[config.mk]
export PLATFORM = sky130hd
export DESIGN_NAME = uart_rx_flow
export DESIGN_NICKNAME = d
export VERILOG_FILES = /design/src/rtl/uart_rx_flow.sv
export SDC_FILE = /design/constraint.sdc
export NUM_CORES = 1
export LEC_CHECK = 0
export CAP_MARGIN = 20
export CORE_ASPECT_RATIO = 2
export CORE_MARGIN = 1.5
export CORE_UTILIZATION = 50
export CTS_CLUSTER_SIZE = 10
export DETAILED_ROUTE_END_ITERATION = 10
export GPL_TIMING_DRIVEN = 1
export PLACE_DENSITY = 0.65
export REMOVE_ABC_BUFFERS = 1
export SETUP_SLACK_MARGIN = 0.3
export SKIP_CTS_REPAIR_TIMING = 1
export SLEW_MARGIN = 40
export SYNTH_ARGS = -nofsm -noshare
export SYNTH_HDL_FRONTEND = slang
export SYNTH_SLANG_ARGS = --single-unit
[constraint.sdc]
create_clock -name io_clock -period 3.35 [get_ports io_clock]
set_clock_uncertainty 0.15 [all_clocks]
set_input_delay 0.5025 -clock io_clock [delete_from_list [all_inputs] [get_ports io_clock]]
set_output_delay 0.5025 -clock io_clock [all_outputs]
set_load 0.01 [all_outputs]
[src/rtl/uart_rx_flow.sv]
// UART receiver: deframes serial characters from the line into a FIFO.
// Latency: pushed byte visible on io_data/io_valid 1 cycle after the stop-bit sample.
// Backpressure: io_rts asks the peer to pause when the FIFO is filling up; bytes that still arrive while the FIFO is full are dropped (io_overrun).
//
// Ports:
//   io_clock, io_reset_n        clock / async active-low reset
//   io_rxd                      serial line in (idle high, asynchronous)
//   io_rts                      active-low request-to-send (1 = peer must pause)
//   io_data/io_valid/io_ready   receive stream (FIFO head)
//   io_count                    FIFO fill level
//   io_frameError/io_overrun/io_parityError   one-cycle error pulses
// Optional: define UART_RX_PARITY_EN to expect a parity bit after the data bits.
module uart_rx_flow #(
    parameter int CLK_FREQ_HZ   = 100000000,
    parameter int BAUD          = 115200,
    parameter int DATA_BITS     = 8,
    parameter int FIFO_DEPTH    = 16,
    parameter int RTS_THRESHOLD = 12,
    parameter int PARITY_ODD    = 0
) (
    input  logic                          io_clock,
    input  logic                          io_reset_n,
    input  logic                          io_rxd,
    output logic                          io_rts,
    output logic [DATA_BITS-1:0]          io_data,
    output logic                          io_valid,
    input  logic                          io_ready,
    output logic [$clog2(FIFO_DEPTH):0]   io_count,
    output logic                          io_frameError,
    output logic                          io_overrun,
    output logic                          io_parityError
);

    localparam int CLKS_PER_BIT = CLK_FREQ_HZ / BAUD;
    localparam int CW  = $clog2(CLKS_PER_BIT + 1);
    localparam int AW  = $clog2(FIFO_DEPTH);
    localparam int NW  = AW + 1;
    localparam int BIW = $clog2(DATA_BITS);

    localparam logic [CW-1:0]  HALF_RELOAD = CW'(CLKS_PER_BIT / 2 - 1);
    localparam logic [CW-1:0]  FULL_RELOAD = CW'(CLKS_PER_BIT - 1);
    localparam logic [BIW-1:0] LAST_BIT    = BIW'(DATA_BITS - 1);

    localparam logic [2:0] ST_IDLE   = 3'd0;
    localparam logic [2:0] ST_START  = 3'd1;
    localparam logic [2:0] ST_DATA   = 3'd2;
    localparam logic [2:0] ST_STOP   = 3'd3;
`ifdef UART_RX_PARITY_EN
    localparam logic [2:0] ST_PARITY = 3'd4;
`endif

    // ------------------------------------------------------------------
    // Input synchroniser; flops preset to the idle (mark) level so reset
    // release never looks like a start bit.
    // ------------------------------------------------------------------
    logic rx_meta;
    logic rxs;

    always_ff @(posedge io_clock or negedge io_reset_n) begin
        if (!io_reset_n) begin
            rx_meta <= 1'b1;
            rxs     <= 1'b1;
        end else begin
            rx_meta <= io_rxd;
            rxs     <= rx_meta;
        end
    end

    // ------------------------------------------------------------------
    // Deframing FSM. cnt counts down to the next sample point; START waits
    // half a bit so every later sample lands mid-bit.
    // ------------------------------------------------------------------
    logic [2:0]           state;
    logic [CW-1:0]        cnt;
    logic [BIW-1:0]       bit_idx;
    logic [DATA_BITS-1:0] shift;
`ifdef UART_RX_PARITY_EN
    logic                 par_bit;
`endif

    always_ff @(posedge io_clock or negedge io_reset_n) begin
        if (!io_reset_n) begin
            state   <= ST_IDLE;
            cnt     <= '0;
            bit_idx <= '0;
            shift   <= '0;
`ifdef UART_RX_PARITY_EN
            par_bit <= 1'b0;
`endif
        end else begin
            case (state)
                ST_IDLE: begin
                    if (!rxs) begin
                        state <= ST_START;
                        cnt   <= HALF_RELOAD;
                    end
                end
                ST_START: begin
                    if (cnt != '0) begin
                        cnt <= cnt - 1'b1;
                    end else if (!rxs) begin
                        state   <= ST_DATA;
                        cnt     <= FULL_RELOAD;
                        bit_idx <= '0;
                    end else begin
                        // Line went back high before mid start bit: a glitch.
                        state <= ST_IDLE;
                    end
                end
                ST_DATA: begin
                    if (cnt != '0) begin
                        cnt <= cnt - 1'b1;
                    end else begin
                        // LSB arrives first, so shift in from the top.
                        shift <= {rxs, shift[DATA_BITS-1:1]};
                        cnt   <= FULL_RELOAD;
                        if (bit_idx == LAST_BIT) begin
`ifdef UART_RX_PARITY_EN
                            state <= ST_PARITY;
`else
                            state <= ST_STOP;
`endif
                        end else begin
                            bit_idx <= bit_idx + 1'b1;
                        end
                    end
                end
`ifdef UART_RX_PARITY_EN
                ST_PARITY: begin
                    if (cnt != '0) begin
                        cnt <= cnt - 1'b1;
                    end else begin
                        par_bit <= rxs;
                        state   <= ST_STOP;
                        cnt     <= FULL_RELOAD;
                    end
                end
`endif
                ST_STOP: begin
                    // Leave mid stop bit so a back-to-back start edge is seen.
                    if (cnt != '0) begin
                        cnt <= cnt - 1'b1;
                    end else begin
                        state <= ST_IDLE;
                    end
                end
                default: state <= ST_IDLE;
            endcase
        end
    end

    // ------------------------------------------------------------------
    // Stop-bit decision
    // ------------------------------------------------------------------
    logic stop_hit;
    logic frame_bad;
    logic push_req;

    assign stop_hit  = (state == ST_STOP) && (cnt == '0);
    assign frame_bad = stop_hit && !rxs;

`ifdef UART_RX_PARITY_EN
    logic par_bad;
    // Data XOR parity bit is 0 for even parity, 1 for odd.
    assign par_bad  = stop_hit && ((^shift ^ par_bit) != (PARITY_ODD != 0));
    assign push_req = stop_hit && rxs && !par_bad;
`else
    assign push_req = stop_hit && rxs;
`endif

    // ------------------------------------------------------------------
    // Receive FIFO. A push into a full FIFO still succeeds when the head
    // is popped in the same cycle: the write lands in the freed slot.
    // ------------------------------------------------------------------
    logic [DATA_BITS-1:0] mem [FIFO_DEPTH];
    logic [AW-1:0]        wr_ptr;
    logic [AW-1:0]        rd_ptr;
    logic [NW-1:0]        count;
    logic [NW-1:0]        count_next;
    logic                 pop;
    logic                 has_room;
    logic                 push;
    logic                 rts_q;
    logic                 frame_err_q;
    logic                 overrun_q;

    assign pop      = io_valid && io_ready;
    assign has_room = (count < NW'(FIFO_DEPTH)) || pop;
    assign push     = push_req && has_room;

    always_comb begin
        count_next = count;
        if (push && !pop) begin
            count_next = count + 1'b1;
        end else if (!push && pop) begin
            count_next = count - 1'b1;
        end
    end

    always_ff @(posedge io_clock or negedge io_reset_n) begin
        if (!io_reset_n) begin
            for (int i = 0; i < FIFO_DEPTH; i++) begin
                mem[i] <= '0;
            end
            wr_ptr      <= '0;
            rd_ptr      <= '0;
            count       <= '0;
            rts_q       <= 1'b0;
            frame_err_q <= 1'b0;
            overrun_q   <= 1'b0;
        end else begin
            if (push) begin
                mem[wr_ptr] <= shift;
                wr_ptr      <= wr_ptr + 1'b1;
            end
            if (pop) begin
                rd_ptr <= rd_ptr + 1'b1;
            end
            count       <= count_next;
            rts_q       <= (count_next >= NW'(RTS_THRESHOLD));
            frame_err_q <= frame_bad;
            overrun_q   <= push_req && !has_room;
        end
    end

`ifdef UART_RX_PARITY_EN
    logic parity_err_q;

    always_ff @(posedge io_clock or negedge io_reset_n) begin
        if (!io_reset_n) begin
            parity_err_q <= 1'b0;
        end else begin
            parity_err_q <= par_bad;
        end
    end

    assign io_parityError = parity_err_q;
`else
    assign io_parityError = 1'b0;
`endif

    assign io_data       = mem[rd_ptr];
    assign io_valid      = (count != '0);
    assign io_count      = count;
    assign io_rts        = rts_q;
    assign io_frameError = frame_err_q;
    assign io_overrun    = overrun_q;

endmodule

==> metrics.yaml <==
timing:
  holdWs_ps: -28.7
  relSlewSlack: 0.507
  timing.fmax_mhz: 319
  fin_crit_sh: 0.937
  finalSetupViolations: 0
  fin_tns_setup_ps: 0
  worstMarginPinSlew_ps: 740
  grt_setup_unrepaired: "true"
  drv_slew: 0
  period_minus_slack_ps: 3140
  setup_ws_ps: 210
  hold_viol_final: 37
clock_tree:
  htree_levels: 4
  root_buffer: "clkbuf_16"
  clk_latency_ps: 430
  cts_buffers: 17
  cts.clk_slew.worst_paths_ps: 60
  cts_max_path_buffers: 2
  cts_tree: "yes"
  cts.sink_count: 169
floorplanning:
  placementRows: 65
  core-area_um2: 15800
  start_util: 0.514
  ios: 22
  die_y_um: 183
  die_area_um2: 17000
  die_x_um: 93.0
critical_path:
  crit_buf_inv: 4
  critical_path_peak_fanout: 8
  crit_family: "multiplexers"
  worstSetupPathType: "flop to output port"
  cp-start-kind: "flop"
  slowest_stage: "mux4_2"
  path_cells: "buf_12, buf_12, buf_4, mux4_2, mux4_2, dlymetal6s2s_1"
  crit_required_ps: 2700
  arrival_ps: 2490
  slowest_delay_ps: 500
  endpoint_kind: "output port"
yosys:
  syn-cell-area_um2: 8110
  yosysMostFrequentCell: "dfrtp_1"
  ys_seq_elements: 169
  synth_area_leader_cell: "dfrtp_1"
  synth_edf_count: 0
  yosysSeqAreaShare: 0.522
  ys_types: 57
  synth.avg_cell_area_um2: 14.4
  synthTopCellsByArea: "dfrtp_1, mux2_2, mux4_2, ha_1, mux2_1"
  synth-async-reset-ratio: 1.00
  synth_top_area_share: 0.516
  synthCells: 562
  yosysWarningCount: 0
  synthFlopType: "dfrtp_1"
  synth_commonest_cells: "dfrtp_1, mux2_2, mux4_2, clkbuf_1, nor2_1"
global_routing:
  gr-usage-all-layers: 0.233
  grt_first_pass_wirelength_mm: 29.1
  antenna_found_initial: 0
  grt_pass1_vias: 5243
  grt.overflow.total: 0
  grt_max_degree: 84
route:
  num_vias: 4864
  viasPerCell: 6.03
  ant_nets: 0
  drt_iter0_drc: 177
  routed_wl_mm: 18.3
  routedWlPerCell_um: 22.7
  drc: 0
  drtPass1Iterations: 4
cells_and_area:
  area_delta_synth_final_pct: 14.0
  n_fill_cell: 1294
  diodes: 0
  fin_nets: 613
  fin_util: 0.585
  drive_gt1_frac: 0.413
  final-instance-count-excl-fill: 807
status:
  violations: "hold timing"
  status: "complete, but fails checks"
run:
  cap_violations: 0
placed_design:
  portBuffers: 20
  hpwl_mm: 12.4
  gp_congestion: 0.806
  dp.cells: 769
  place_ws_ps: 375
min_path:
  min_path_type: "input port to async pin"
power_and_ir_drop:
  vdd_drop_max_mv: 0.546
  p_per_area_nw_per_um2: 535
  p_leak_nw: 4.58
## cells in the final DEF, fill, tap and decap left out, types with 3 or more instances in the layout
master / Yosys / final
nand2b_1: 3 / 3
nor3_1: 6 / 6
clkbuf_16: 0 / 17
o22ai_1: 3 / 3
inv_1: 14 / 14
dlymetal6s2s_1: 0 / 9
clkinvlp_4: 0 / 5
dfrtp_1: 167 / 166
a21o_1: 3 / 3
mux2_2: 128 / 128
xnor2_1: 7 / 7
ha_1: 15 / 15
nand3_2: 8 / 8
a21oi_1: 14 / 14
nor2_1: 18 / 18
mux2i_1: 3 / 3
nand2_1: 13 / 13
clkbuf_8: 0 / 4
mux2_1: 9 / 9
a31oi_1: 3 / 3
o21bai_1: 3 / 3
o21ai_0: 9 / 9
buf_4: 3 / 15
nor4_1: 3 / 3
mux4_2: 40 / 40
o21a_1: 3 / 3
buf_12: 0 / 4
nand3_1: 13 / 13
nand2_4: 8 / 8
clkdlybuf4s50_1: 0 / 10
## cells by family after synthesis
| group | Yosys count | share of synthesized area |
|---|---|---|
| other cells | 1 | 0.000463 |
| fa+ha+maj | 16 | 0.0244 |
| flops | 169 | 0.522 |
| simple gates | 92 | 0.0747 |
| mux | 180 | 0.305 |
| xor+xnor | 9 | 0.00973 |
| compound gates | 52 | 0.0415 |
| buf+inv | 43 | 0.0219 |
## metal layers
metal,GRT usage,up-vias,share of wire
met2,0.428,89,0.57
met4,0.107,0,0.039
li1,-,2152,-
met5,0,-,0
met3,0.0373,41,0.023
met1,0.259,2582,0.37
## flip-flops by register name, summed over array words and instances (netlist names)
register,flops
mem,128
cnt,10
rxs,1
io_rts,1
rd_ptr,4
bit_idx,3
state,2
wr_ptr,4
io_count,5
shift,8
io_overrun,1
rx_meta,1
io_frameError,1
## area by class of cell
class | count | area [um2] | share of cell area
clock buffer | 19 | 453 | 0.0490
timing repair buffer | 42 | 455 | 0.0493
multi-input combinational | 350 | 3700 | 0.400
tap | 201 | 251 | 0.0272
sequential | 169 | 4230 | 0.458
clock inverter | 12 | 93.8 | 0.0102
inverter | 14 | 52.6 | 0.00569
## path summary, 6_finish.rpt
kind / startpoint / end / slack [ps] / depth (start not counted)
worst max-delay path: rd_ptr[0] / io_data[7] / 210 / 6
worst min-delay path: io_reset_n / mem[65] / -30 / 1
worst min register to register: rx_meta / rxs / 210 / 0
max in group asynchronous: io_reset_n / mem[3] / 2330 / 2
worst max register to register: cnt[0] / mem[63] / 480 / 7
min in group io_clock: rx_meta / rxs / 210 / 0
## report_power, final
part	internal, W	switching [W]
combinational	0.000481	0.000402
sequential	0.00210	0.000140
clock	0.000991	0.000825
total	0.00357	0.00137
## worst reg2reg max path, cell delays in order, from the launching register on
cell and delay (ps):
dfrtp_1 420, inv_1 120, ha_1 230, or4b_4 530, nor4_4 270, and4b_1 500, nand2_4 190, mux2_1 340
## stage by stage
step                      cell area [um2]  power, W
after floorplan                      7980   0.00272
after global placement               8570   0.00303
after detailed placement             8570   0.00305
after CTS                            9120   0.00487
after global routing                 9240   0.00515
final                                9240   0.00494
No activity file was read; power rests on OpenSTA's default activity.
